$ cat src/rtl/id_pkg.sv
// id_pkg: shared encodings for the pipelined ARM decode stage.
// Holds instruction mode/opcode constants, EX command encodings, condition
// codes, the ID/EX control bundle type and the decode/condition helpers.
package id_pkg;

    localparam logic [1:0] MODE_ARITH  = 2'b00;
    localparam logic [1:0] MODE_MEM    = 2'b01;
    localparam logic [1:0] MODE_BRANCH = 2'b10;

    // Data-processing opcodes (instruction bits [24:21])
    localparam logic [3:0] OP_MOV = 4'b1101;
    localparam logic [3:0] OP_MVN = 4'b1111;
    localparam logic [3:0] OP_ADD = 4'b0100;
    localparam logic [3:0] OP_ADC = 4'b0101;
    localparam logic [3:0] OP_SUB = 4'b0010;
    localparam logic [3:0] OP_SBC = 4'b0110;
    localparam logic [3:0] OP_AND = 4'b0000;
    localparam logic [3:0] OP_ORR = 4'b1100;
    localparam logic [3:0] OP_EOR = 4'b0001;
    localparam logic [3:0] OP_CMP = 4'b1010;
    localparam logic [3:0] OP_TST = 4'b1000;

    // EX stage command encodings
    localparam logic [3:0] EXE_MOV = 4'b0001;
    localparam logic [3:0] EXE_MVN = 4'b1001;
    localparam logic [3:0] EXE_ADD = 4'b0010;
    localparam logic [3:0] EXE_ADC = 4'b0011;
    localparam logic [3:0] EXE_SUB = 4'b0100;
    localparam logic [3:0] EXE_SBC = 4'b0101;
    localparam logic [3:0] EXE_AND = 4'b0110;
    localparam logic [3:0] EXE_ORR = 4'b0111;
    localparam logic [3:0] EXE_EOR = 4'b1000;
    localparam logic [3:0] EXE_CMP = 4'b0100;
    localparam logic [3:0] EXE_TST = 4'b0110;
    localparam logic [3:0] EXE_LDR = 4'b0010;
    localparam logic [3:0] EXE_STR = 4'b0010;

    // Condition codes (instruction bits [31:28])
    localparam logic [3:0] COND_EQ = 4'b0000;
    localparam logic [3:0] COND_NE = 4'b0001;
    localparam logic [3:0] COND_CS = 4'b0010;
    localparam logic [3:0] COND_CC = 4'b0011;
    localparam logic [3:0] COND_MI = 4'b0100;
    localparam logic [3:0] COND_PL = 4'b0101;
    localparam logic [3:0] COND_VS = 4'b0110;
    localparam logic [3:0] COND_VC = 4'b0111;
    localparam logic [3:0] COND_HI = 4'b1000;
    localparam logic [3:0] COND_LS = 4'b1001;
    localparam logic [3:0] COND_GE = 4'b1010;
    localparam logic [3:0] COND_LT = 4'b1011;
    localparam logic [3:0] COND_GT = 4'b1100;
    localparam logic [3:0] COND_LE = 4'b1101;
    localparam logic [3:0] COND_AL = 4'b1110;

    typedef struct packed {
        logic [3:0] exe_cmd;
        logic       s;
        logic       b;
        logic       mem_w;
        logic       mem_r;
        logic       wb;
    } ctrl_t;

    localparam ctrl_t BUBBLE_CTRL = 9'b0;

    typedef enum logic {
        ST_RUN   = 1'b0,
        ST_FLUSH = 1'b1
    } state_t;

    // Condition check against NZCV; the reserved code 4'b1111 never executes.
    function automatic logic cond_pass(input logic [3:0] cond, input logic [3:0] nzcv);
        logic n, z, c, v;
        logic pass;
        n = nzcv[3];
        z = nzcv[2];
        c = nzcv[1];
        v = nzcv[0];
        case (cond)
            COND_EQ: pass = z;
            COND_NE: pass = ~z;
            COND_CS: pass = c;
            COND_CC: pass = ~c;
            COND_MI: pass = n;
            COND_PL: pass = ~n;
            COND_VS: pass = v;
            COND_VC: pass = ~v;
            COND_HI: pass = c & ~z;
            COND_LS: pass = ~c | z;
            COND_GE: pass = (n == v);
            COND_LT: pass = (n != v);
            COND_GT: pass = ~z & (n == v);
            COND_LE: pass = z | (n != v);
            COND_AL: pass = 1'b1;
            default: pass = 1'b0;
        endcase
        return pass;
    endfunction

    // Control bundle for one instruction; S only matters for data processing,
    // unknown opcodes and mode 2'b11 decode to an all-zero bundle.
    function automatic ctrl_t decode_ctrl(input logic [1:0] mode, input logic [3:0] opcode,
                                          input logic s_bit);
        ctrl_t c;
        c = BUBBLE_CTRL;
        case (mode)
            MODE_ARITH: begin
                c.s = s_bit;
                case (opcode)
                    OP_MOV: begin c.exe_cmd = EXE_MOV; c.wb = 1'b1; end
                    OP_MVN: begin c.exe_cmd = EXE_MVN; c.wb = 1'b1; end
                    OP_ADD: begin c.exe_cmd = EXE_ADD; c.wb = 1'b1; end
                    OP_ADC: begin c.exe_cmd = EXE_ADC; c.wb = 1'b1; end
                    OP_SUB: begin c.exe_cmd = EXE_SUB; c.wb = 1'b1; end
                    OP_SBC: begin c.exe_cmd = EXE_SBC; c.wb = 1'b1; end
                    OP_AND: begin c.exe_cmd = EXE_AND; c.wb = 1'b1; end
                    OP_ORR: begin c.exe_cmd = EXE_ORR; c.wb = 1'b1; end
                    OP_EOR: begin c.exe_cmd = EXE_EOR; c.wb = 1'b1; end
                    OP_CMP: c.exe_cmd = EXE_CMP;
                    OP_TST: c.exe_cmd = EXE_TST;
                    default: c = BUBBLE_CTRL;
                endcase
            end
            MODE_MEM: begin
                if (s_bit) begin
                    c.exe_cmd = EXE_LDR;
                    c.mem_r   = 1'b1;
                    c.wb      = 1'b1;
                end else begin
                    c.exe_cmd = EXE_STR;
                    c.mem_w   = 1'b1;
                end
            end
            MODE_BRANCH: c.b = 1'b1;
            default: c = BUBBLE_CTRL;
        endcase
        return c;
    endfunction

endpackage

$ cat src/rtl/reg_file_param.sv
// reg_file_param: architectural register file, two async reads, one sync write.
// Indices >= REG_COUNT are not backed: writes are dropped, reads return 0.
// Optional macro WB_BYPASS_EN forwards a same-cycle write to the read ports.
module reg_file_param
    import id_pkg::*;
#(
    parameter int N         = 32,
    parameter int REG_COUNT = 16
) (
    input  logic         clk,
    input  logic         rst,
    input  logic         we,
    input  logic [3:0]   wr_idx,
    input  logic [N-1:0] wr_data,
    input  logic [3:0]   rd_idx1,
    input  logic [3:0]   rd_idx2,
    output logic [N-1:0] rd_data1,
    output logic [N-1:0] rd_data2
);

    logic [N-1:0] regs_r [16];
    logic         byp1_s;
    logic         byp2_s;

    function automatic logic idx_ok(input logic [3:0] idx);
        return {1'b0, idx} < 5'(REG_COUNT);
    endfunction

    // Register storage: cleared on reset, written on the rising edge
    always_ff @(posedge clk) begin
        if (rst) begin
            for (int i = 0; i < 16; i++) begin
                regs_r[i] <= {N{1'b0}};
            end
        end else if (we && idx_ok(wr_idx)) begin
            regs_r[wr_idx] <= wr_data;
        end
    end

`ifdef WB_BYPASS_EN
    assign byp1_s = we && (wr_idx == rd_idx1);
    assign byp2_s = we && (wr_idx == rd_idx2);
`else
    assign byp1_s = 1'b0;
    assign byp2_s = 1'b0;
`endif

    assign rd_data1 = !idx_ok(rd_idx1) ? {N{1'b0}} : (byp1_s ? wr_data : regs_r[rd_idx1]);
    assign rd_data2 = !idx_ok(rd_idx2) ? {N{1'b0}} : (byp2_s ? wr_data : regs_r[rd_idx2]);

endmodule

$ cat src/rtl/id_stage_pipelined.sv
// id_stage_pipelined: ARM decode stage that owns the ID/EX pipeline register.
// Decodes, condition-checks and reads operands; handles stall bubbles and a
// FLUSH_CYCLES-long squash after a taken branch. Optional macro WB_BYPASS_EN
// (in reg_file_param) forwards same-cycle write-back data to the operands.
module id_stage_pipelined
    import id_pkg::*;
#(
    parameter int N            = 32,
    parameter int REG_COUNT    = 16,
    parameter int FLUSH_CYCLES = 1
) (
    input  logic         clk,
    input  logic         rst,
    input  logic [31:0]  instructionIn,
    input  logic [N-1:0] PCIn,
    input  logic         validIn,
    input  logic [3:0]   statusIn,
    input  logic         hazardIn,
    input  logic         flushIn,
    input  logic         WB_ENIn,
    input  logic [3:0]   WB_DestIn,
    input  logic [N-1:0] WB_ValueIn,
    output logic [3:0]   src1Out,
    output logic [3:0]   src2Out,
    output logic         Two_srcOut,
    output logic         stallOut,
    output logic         validOut,
    output logic [N-1:0] PCOut,
    output logic [N-1:0] Val_RnOut,
    output logic [N-1:0] Val_RmOut,
    output logic [3:0]   EXE_CMDOut,
    output logic         SOut,
    output logic         BOut,
    output logic         MEM_W_ENOut,
    output logic         MEM_R_ENOut,
    output logic         WB_ENOut,
    output logic         IOut,
    output logic [3:0]   DestOut,
    output logic [11:0]  shiftOperandOut,
    output logic [23:0]  Imm24Out
);

    localparam logic [3:0] FLUSH_RELOAD = 4'(FLUSH_CYCLES) - 4'd1;
    localparam logic       MULTI_FLUSH  = (4'(FLUSH_CYCLES) > 4'd1);

    logic [1:0]   mode_s;
    logic [3:0]   opcode_s;
    logic         s_bit_s;
    logic         i_bit_s;
    logic         is_str_s;
    logic         cond_ok_s;
    ctrl_t        dec_ctrl_s;
    ctrl_t        ctrl_r;
    logic [N-1:0] val_rn_s;
    logic [N-1:0] val_rm_s;
    state_t       state_r;
    state_t       state_next_s;
    logic [3:0]   flush_cnt_r;
    logic [3:0]   flush_cnt_next_s;
    logic         load_bubble_s;

    assign mode_s     = instructionIn[27:26];
    assign opcode_s   = instructionIn[24:21];
    assign s_bit_s    = instructionIn[20];
    assign i_bit_s    = instructionIn[25];
    assign is_str_s   = (mode_s == MODE_MEM) && !s_bit_s;
    assign cond_ok_s  = cond_pass(instructionIn[31:28], statusIn);
    assign dec_ctrl_s = decode_ctrl(mode_s, opcode_s, s_bit_s);

    assign src1Out    = instructionIn[19:16];
    assign src2Out    = is_str_s ? instructionIn[15:12] : instructionIn[3:0];
    assign Two_srcOut = !i_bit_s || is_str_s;

    reg_file_param #(
        .N         (N),
        .REG_COUNT (REG_COUNT)
    ) u_reg_file (
        .clk      (clk),
        .rst      (rst),
        .we       (WB_ENIn),
        .wr_idx   (WB_DestIn),
        .wr_data  (WB_ValueIn),
        .rd_idx1  (src1Out),
        .rd_idx2  (src2Out),
        .rd_data1 (val_rn_s),
        .rd_data2 (val_rm_s)
    );

    // Squash FSM state and remaining-cycle counter
    always_ff @(posedge clk) begin
        if (rst) begin
            state_r     <= ST_RUN;
            flush_cnt_r <= 4'd0;
        end else begin
            state_r     <= state_next_s;
            flush_cnt_r <= flush_cnt_next_s;
        end
    end

    // Next state: enter/extend squash on flushIn, leave it when the count runs out
    always_comb begin
        state_next_s     = state_r;
        flush_cnt_next_s = flush_cnt_r;
        case (state_r)
            ST_RUN: begin
                if (flushIn && MULTI_FLUSH) begin
                    state_next_s     = ST_FLUSH;
                    flush_cnt_next_s = FLUSH_RELOAD;
                end else begin
                    state_next_s     = ST_RUN;
                    flush_cnt_next_s = 4'd0;
                end
            end
            ST_FLUSH: begin
                if (flushIn) begin
                    state_next_s     = ST_FLUSH;
                    flush_cnt_next_s = FLUSH_RELOAD;
                end else if (flush_cnt_r <= 4'd1) begin
                    state_next_s     = ST_RUN;
                    flush_cnt_next_s = 4'd0;
                end else begin
                    state_next_s     = ST_FLUSH;
                    flush_cnt_next_s = flush_cnt_r - 4'd1;
                end
            end
            default: begin
                state_next_s     = ST_RUN;
                flush_cnt_next_s = 4'd0;
            end
        endcase
    end

    // Slot selection in priority order flush > squash > hazard; stall only on a real hazard hold
    always_comb begin
        load_bubble_s = 1'b0;
        stallOut      = 1'b0;
        if (flushIn) begin
            load_bubble_s = 1'b1;
        end else if (state_r == ST_FLUSH) begin
            load_bubble_s = 1'b1;
        end else if (hazardIn) begin
            load_bubble_s = 1'b1;
            stallOut      = 1'b1;
        end else begin
            load_bubble_s = 1'b0;
        end
    end

    // ID/EX pipeline register: reset or bubble clears everything, otherwise load the slot
    always_ff @(posedge clk) begin
        if (rst || load_bubble_s) begin
            validOut        <= 1'b0;
            ctrl_r          <= BUBBLE_CTRL;
            PCOut           <= {N{1'b0}};
            Val_RnOut       <= {N{1'b0}};
            Val_RmOut       <= {N{1'b0}};
            IOut            <= 1'b0;
            DestOut         <= 4'd0;
            shiftOperandOut <= 12'd0;
            Imm24Out        <= 24'd0;
        end else begin
            validOut        <= validIn;
            ctrl_r          <= (validIn && cond_ok_s) ? dec_ctrl_s : BUBBLE_CTRL;
            PCOut           <= PCIn;
            Val_RnOut       <= val_rn_s;
            Val_RmOut       <= val_rm_s;
            IOut            <= i_bit_s;
            DestOut         <= instructionIn[15:12];
            shiftOperandOut <= instructionIn[11:0];
            Imm24Out        <= instructionIn[23:0];
        end
    end

    assign EXE_CMDOut  = ctrl_r.exe_cmd;
    assign SOut        = ctrl_r.s;
    assign BOut        = ctrl_r.b;
    assign MEM_W_ENOut = ctrl_r.mem_w;
    assign MEM_R_ENOut = ctrl_r.mem_r;
    assign WB_ENOut    = ctrl_r.wb;

endmodule

$ cat config.mk
export PLATFORM = sky130hd
export DESIGN_NAME = id_stage_pipelined
export DESIGN_NICKNAME = d
export VERILOG_FILES = /design/src/rtl/id_pkg.sv /design/src/rtl/reg_file_param.sv /design/src/rtl/id_stage_pipelined.sv
export SDC_FILE = /design/constraint.sdc
export NUM_CORES = 1
export LEC_CHECK = 0
export CORE_MARGIN = 1.5
export CORE_UTILIZATION = 50
export CTS_BUF_LIST = sky130_fd_sc_hd__clkbuf_4
export DETAILED_ROUTE_END_ITERATION = 8
export MAX_ROUTING_LAYER = met4
export PLACE_DENSITY_LB_ADDON = 0.15
export SETUP_SLACK_MARGIN = 0.3
export SKIP_CTS_REPAIR_TIMING = 1
export SLEW_MARGIN = 20
export SYNTH_ARGS = -nofsm -noshare
export SYNTH_HDL_FRONTEND = slang
export SYNTH_HIERARCHICAL = 1
export SYNTH_SLANG_ARGS = --single-unit
$ cat constraint.sdc
create_clock -name clk -period 5.3 [get_ports clk]
set_clock_uncertainty 0.1 [all_clocks]
set_input_delay 1.06 -clock clk [delete_from_list [all_inputs] [get_ports clk]]
set_output_delay 1.06 -clock clk [all_outputs]
set_load 0.01 [all_outputs]
==> impl_metrics.yaml <==
yosys:
  yosysSeqAreaShare_pct: 58.8
  async_reset_ff_share_pct: 0
  synth_xor_area_share_pct: 0.114
  synth_nets: 2184
  synth_top_flop_cell: "edfxtp_1"
  yosysWarningCount: 6
  yosysMostFrequentCell: "and2_1"
  synth_compound_gate_area_share_pct: 3.56
  synth.largest_area_cell: "edfxtp_1"
  synth_adder_area_share_pct: 0.0812
  mappedNetlistArea_um2: 30800
  synthMuxAreaShare_pct: 18.8
  synth-edff-count: 512
  synth_top_family_by_area: "multiplexers"
  synth_simple_gate_area_share_pct: 15.6
  synth_top_area_share_pct: 49.9
  syn_area_per_cell_um2: 14.9
  yosys-top-cells-count: "636 x and2_1, 512 x edfxtp_1, 256 x mux4_2, 136 x dfxtp_1, 128 x a22oi_1"
  synthTopCellsByArea: "edfxtp_1 50%, mux4_2 19%, and2_1 13%"
  synth_seq_cells: 648
  synth_cell_types: 45
  netlist_instances: 2072
floorplanning:
  initial_core_util_pct: 50.8
  die_area_um2: 63100
  die_width_um: 251
  rows: 90
  pin_count: 267
  die_y_um: 251
  core_um2: 60600
worst_setup_path:
  worst_setup_path_start_kind: "input port"
  required_ps: 4140
  critPathKind: "input port to output port"
  crit_path_top_delay_cell: "clkdlybuf4s50_1"
  slowest_delay_ps: 610
  cp_cell_sequence: "clkdlybuf4s50_1 -> nor2_1 -> and2_1 -> nand2_1 -> nand2_4 -> clkdlybuf4s50_1"
  arrival_ps: 2920
  worst_path_most_repeated_cell: "clkdlybuf4s50_1"
  path_delay_family: "buffers and inverters"
  worstPathBufferInverterCount: 2
  end_kind: "output port"
  cp_max_fo: 18
cts:
  cts_buffers: 172
  clock_sinks: 648
  clock_tree.root_cell: "clkbuf_4"
  h-tree-depth: 4
  worstSkewPairLatency_ps: 1030
  clk_pin_slew_ps: 60
  cts_tree: "done"
  clock_path_buffers: 3
power:
  power_density_nw_per_um2: 324
  p_leak_nw: 13.1
  peakVddDrop_uv: 214
global_route:
  grt_pass1_vias: 20300
  track_usage_pct: 29.9
  antenna_found_initial: 3
  grt_overflow_total: 0
  grt_first_pass_wirelength_um: 130000
  grt_max_degree: 122
layout:
  register_area_um2: 18100
  fin_cells: 3289
  stdcell_area_um2: 36700
  nFillCells: 4635
  area_delta_synth_final_pct: 19.1
  fin_nets: 2475
  drive_above_1_share_pct: 26.2
  multiInputGateArea_um2: 11900
drt:
  drt-initial-drc-count: 1839
  drc_errors: 0
  avgRoutedWirePerCell_um: 27.4
  routed_via_density: 6.03
  firstDrtPassIters: 5
  drt_wl_total_um: 90000
  via_count: 19800
  ant_nets: 0
placement:
  gp_congestion: 0.831
  placed_area_um2: 34300
  port_buffers: 266
  numPlacedInstances: 2971
  post-dp-hpwl_um: 48500
  dp_slack_ps: 1220
sta:
  slew_violations: 0
  fin_setup_tns_ps: 0
  fmax_mhz: 245
  slew_headroom_pct: 31.5
  setup_viol: 0
  period_needed_ps: 4080
  timing.hold.ws_ps: 386
  hold_viol: 0
  fin_ws_ps: 1220
  worst_slew_pin_slew_ps: 1030
  rsz0062_at_grt: "false"
  finalCritPeriodShare_pct: 77.0
run:
  cap_violations: 0
hold_path:
  worst_hold_path_type: "register to register"
status:
  status: "complete, no violations"
-- cell usage in the layout (no fill, tap or decap), types with 7 or more instances in the layout --
cell type,n
a22oi_1,128
and2_1,634
buf_12,14
buf_4,42
clkbuf_4,279
clkdlybuf4s50_1,264
clkinv_1,22
dfxtp_1,136
edfxtp_1,512
mux4_2,256
nand2_1,82
nor2_1,9
nor2_4,14
nor3_1,7
or2_2,16
-- report_power, final --
group | switching (W) | leakage [nW] | total [W] | internal, W
Sequential | 0.000121 | 5.99 | 0.00586 | 0.00574
Clock | 0.00208 | 1.41 | 0.00470 | 0.00261
Combinational | 0.000682 | 5.69 | 0.00132 | 0.000643
-- path summary, 6_finish.rpt --
path              cells after the start              to  slack (ps)               from
hold / removal                        1  flush_cnt_r[0]         390     flush_cnt_r[0]
setup reg to reg                      6        WB_ENOut        3200            state_r
hold reg to reg                       1  flush_cnt_r[0]         390     flush_cnt_r[0]
setup / recovery                      6      src2Out[1]        1220  instructionIn[27]
-- metal layers --
metal / track usage (%) / part of all wire (%) / vias to the layer above
met5: - / 0 / -
met1: 35.6 / 38 / 10100
li1: - / - / 8440
met3: 5.83 / 8.6 / 180
met4: 11.6 / 3.1 / 0
met2: 50.5 / 51 / 1109
-- flip-flops by register name (all words and copies together) (netlist names) --
signal             flops
BOut                   1
DestOut                3
EXE_CMDOut             4
IOut                   1
Imm24Out              10
MEM_R_ENOut            1
MEM_W_ENOut            1
PCOut                 32
SOut                   1
Val_RmOut             32
Val_RnOut             32
WB_ENOut               1
flush_cnt_r            4
shiftOperandOut       11
state_r                1
u_reg_file/regs_r    512
validOut               1
-- cells by family after synthesis --
| group | after synthesis |
|---|---|
| AND/OR/NAND/NOR | 802 |
| flip-flops | 648 |
| multiplexers | 258 |
| buffers and inverters | 211 |
| AO/OA/AOI/OAI | 147 |
| XOR/XNOR | 4 |
| adder cells (fa/ha/maj) | 2 |
-- stage by stage --
stage | power [W] | utilization [%]
detailed placement | 0.00729 | 56.6
global route | 0.0123 | 60.5
finish | 0.0119 | 60.5
global placement | 0.00725 | 56.6
CTS | 0.0120 | 60.5
floorplan | 0.00674 | -
-- area by class of cell --
type / instances / area share (%)
tap: 782 / 2.67
timing repair buffer: 322 / 8.90
multi-input combinational: 1213 / 32.5
clock buffer: 279 / 5.71
inverter: 6 / 0.0614
antenna: 3 / 0.0205
sequential: 648 / 49.4
clock inverter: 36 / 0.764
Note: power is estimated with default switching activity, not from simulation.
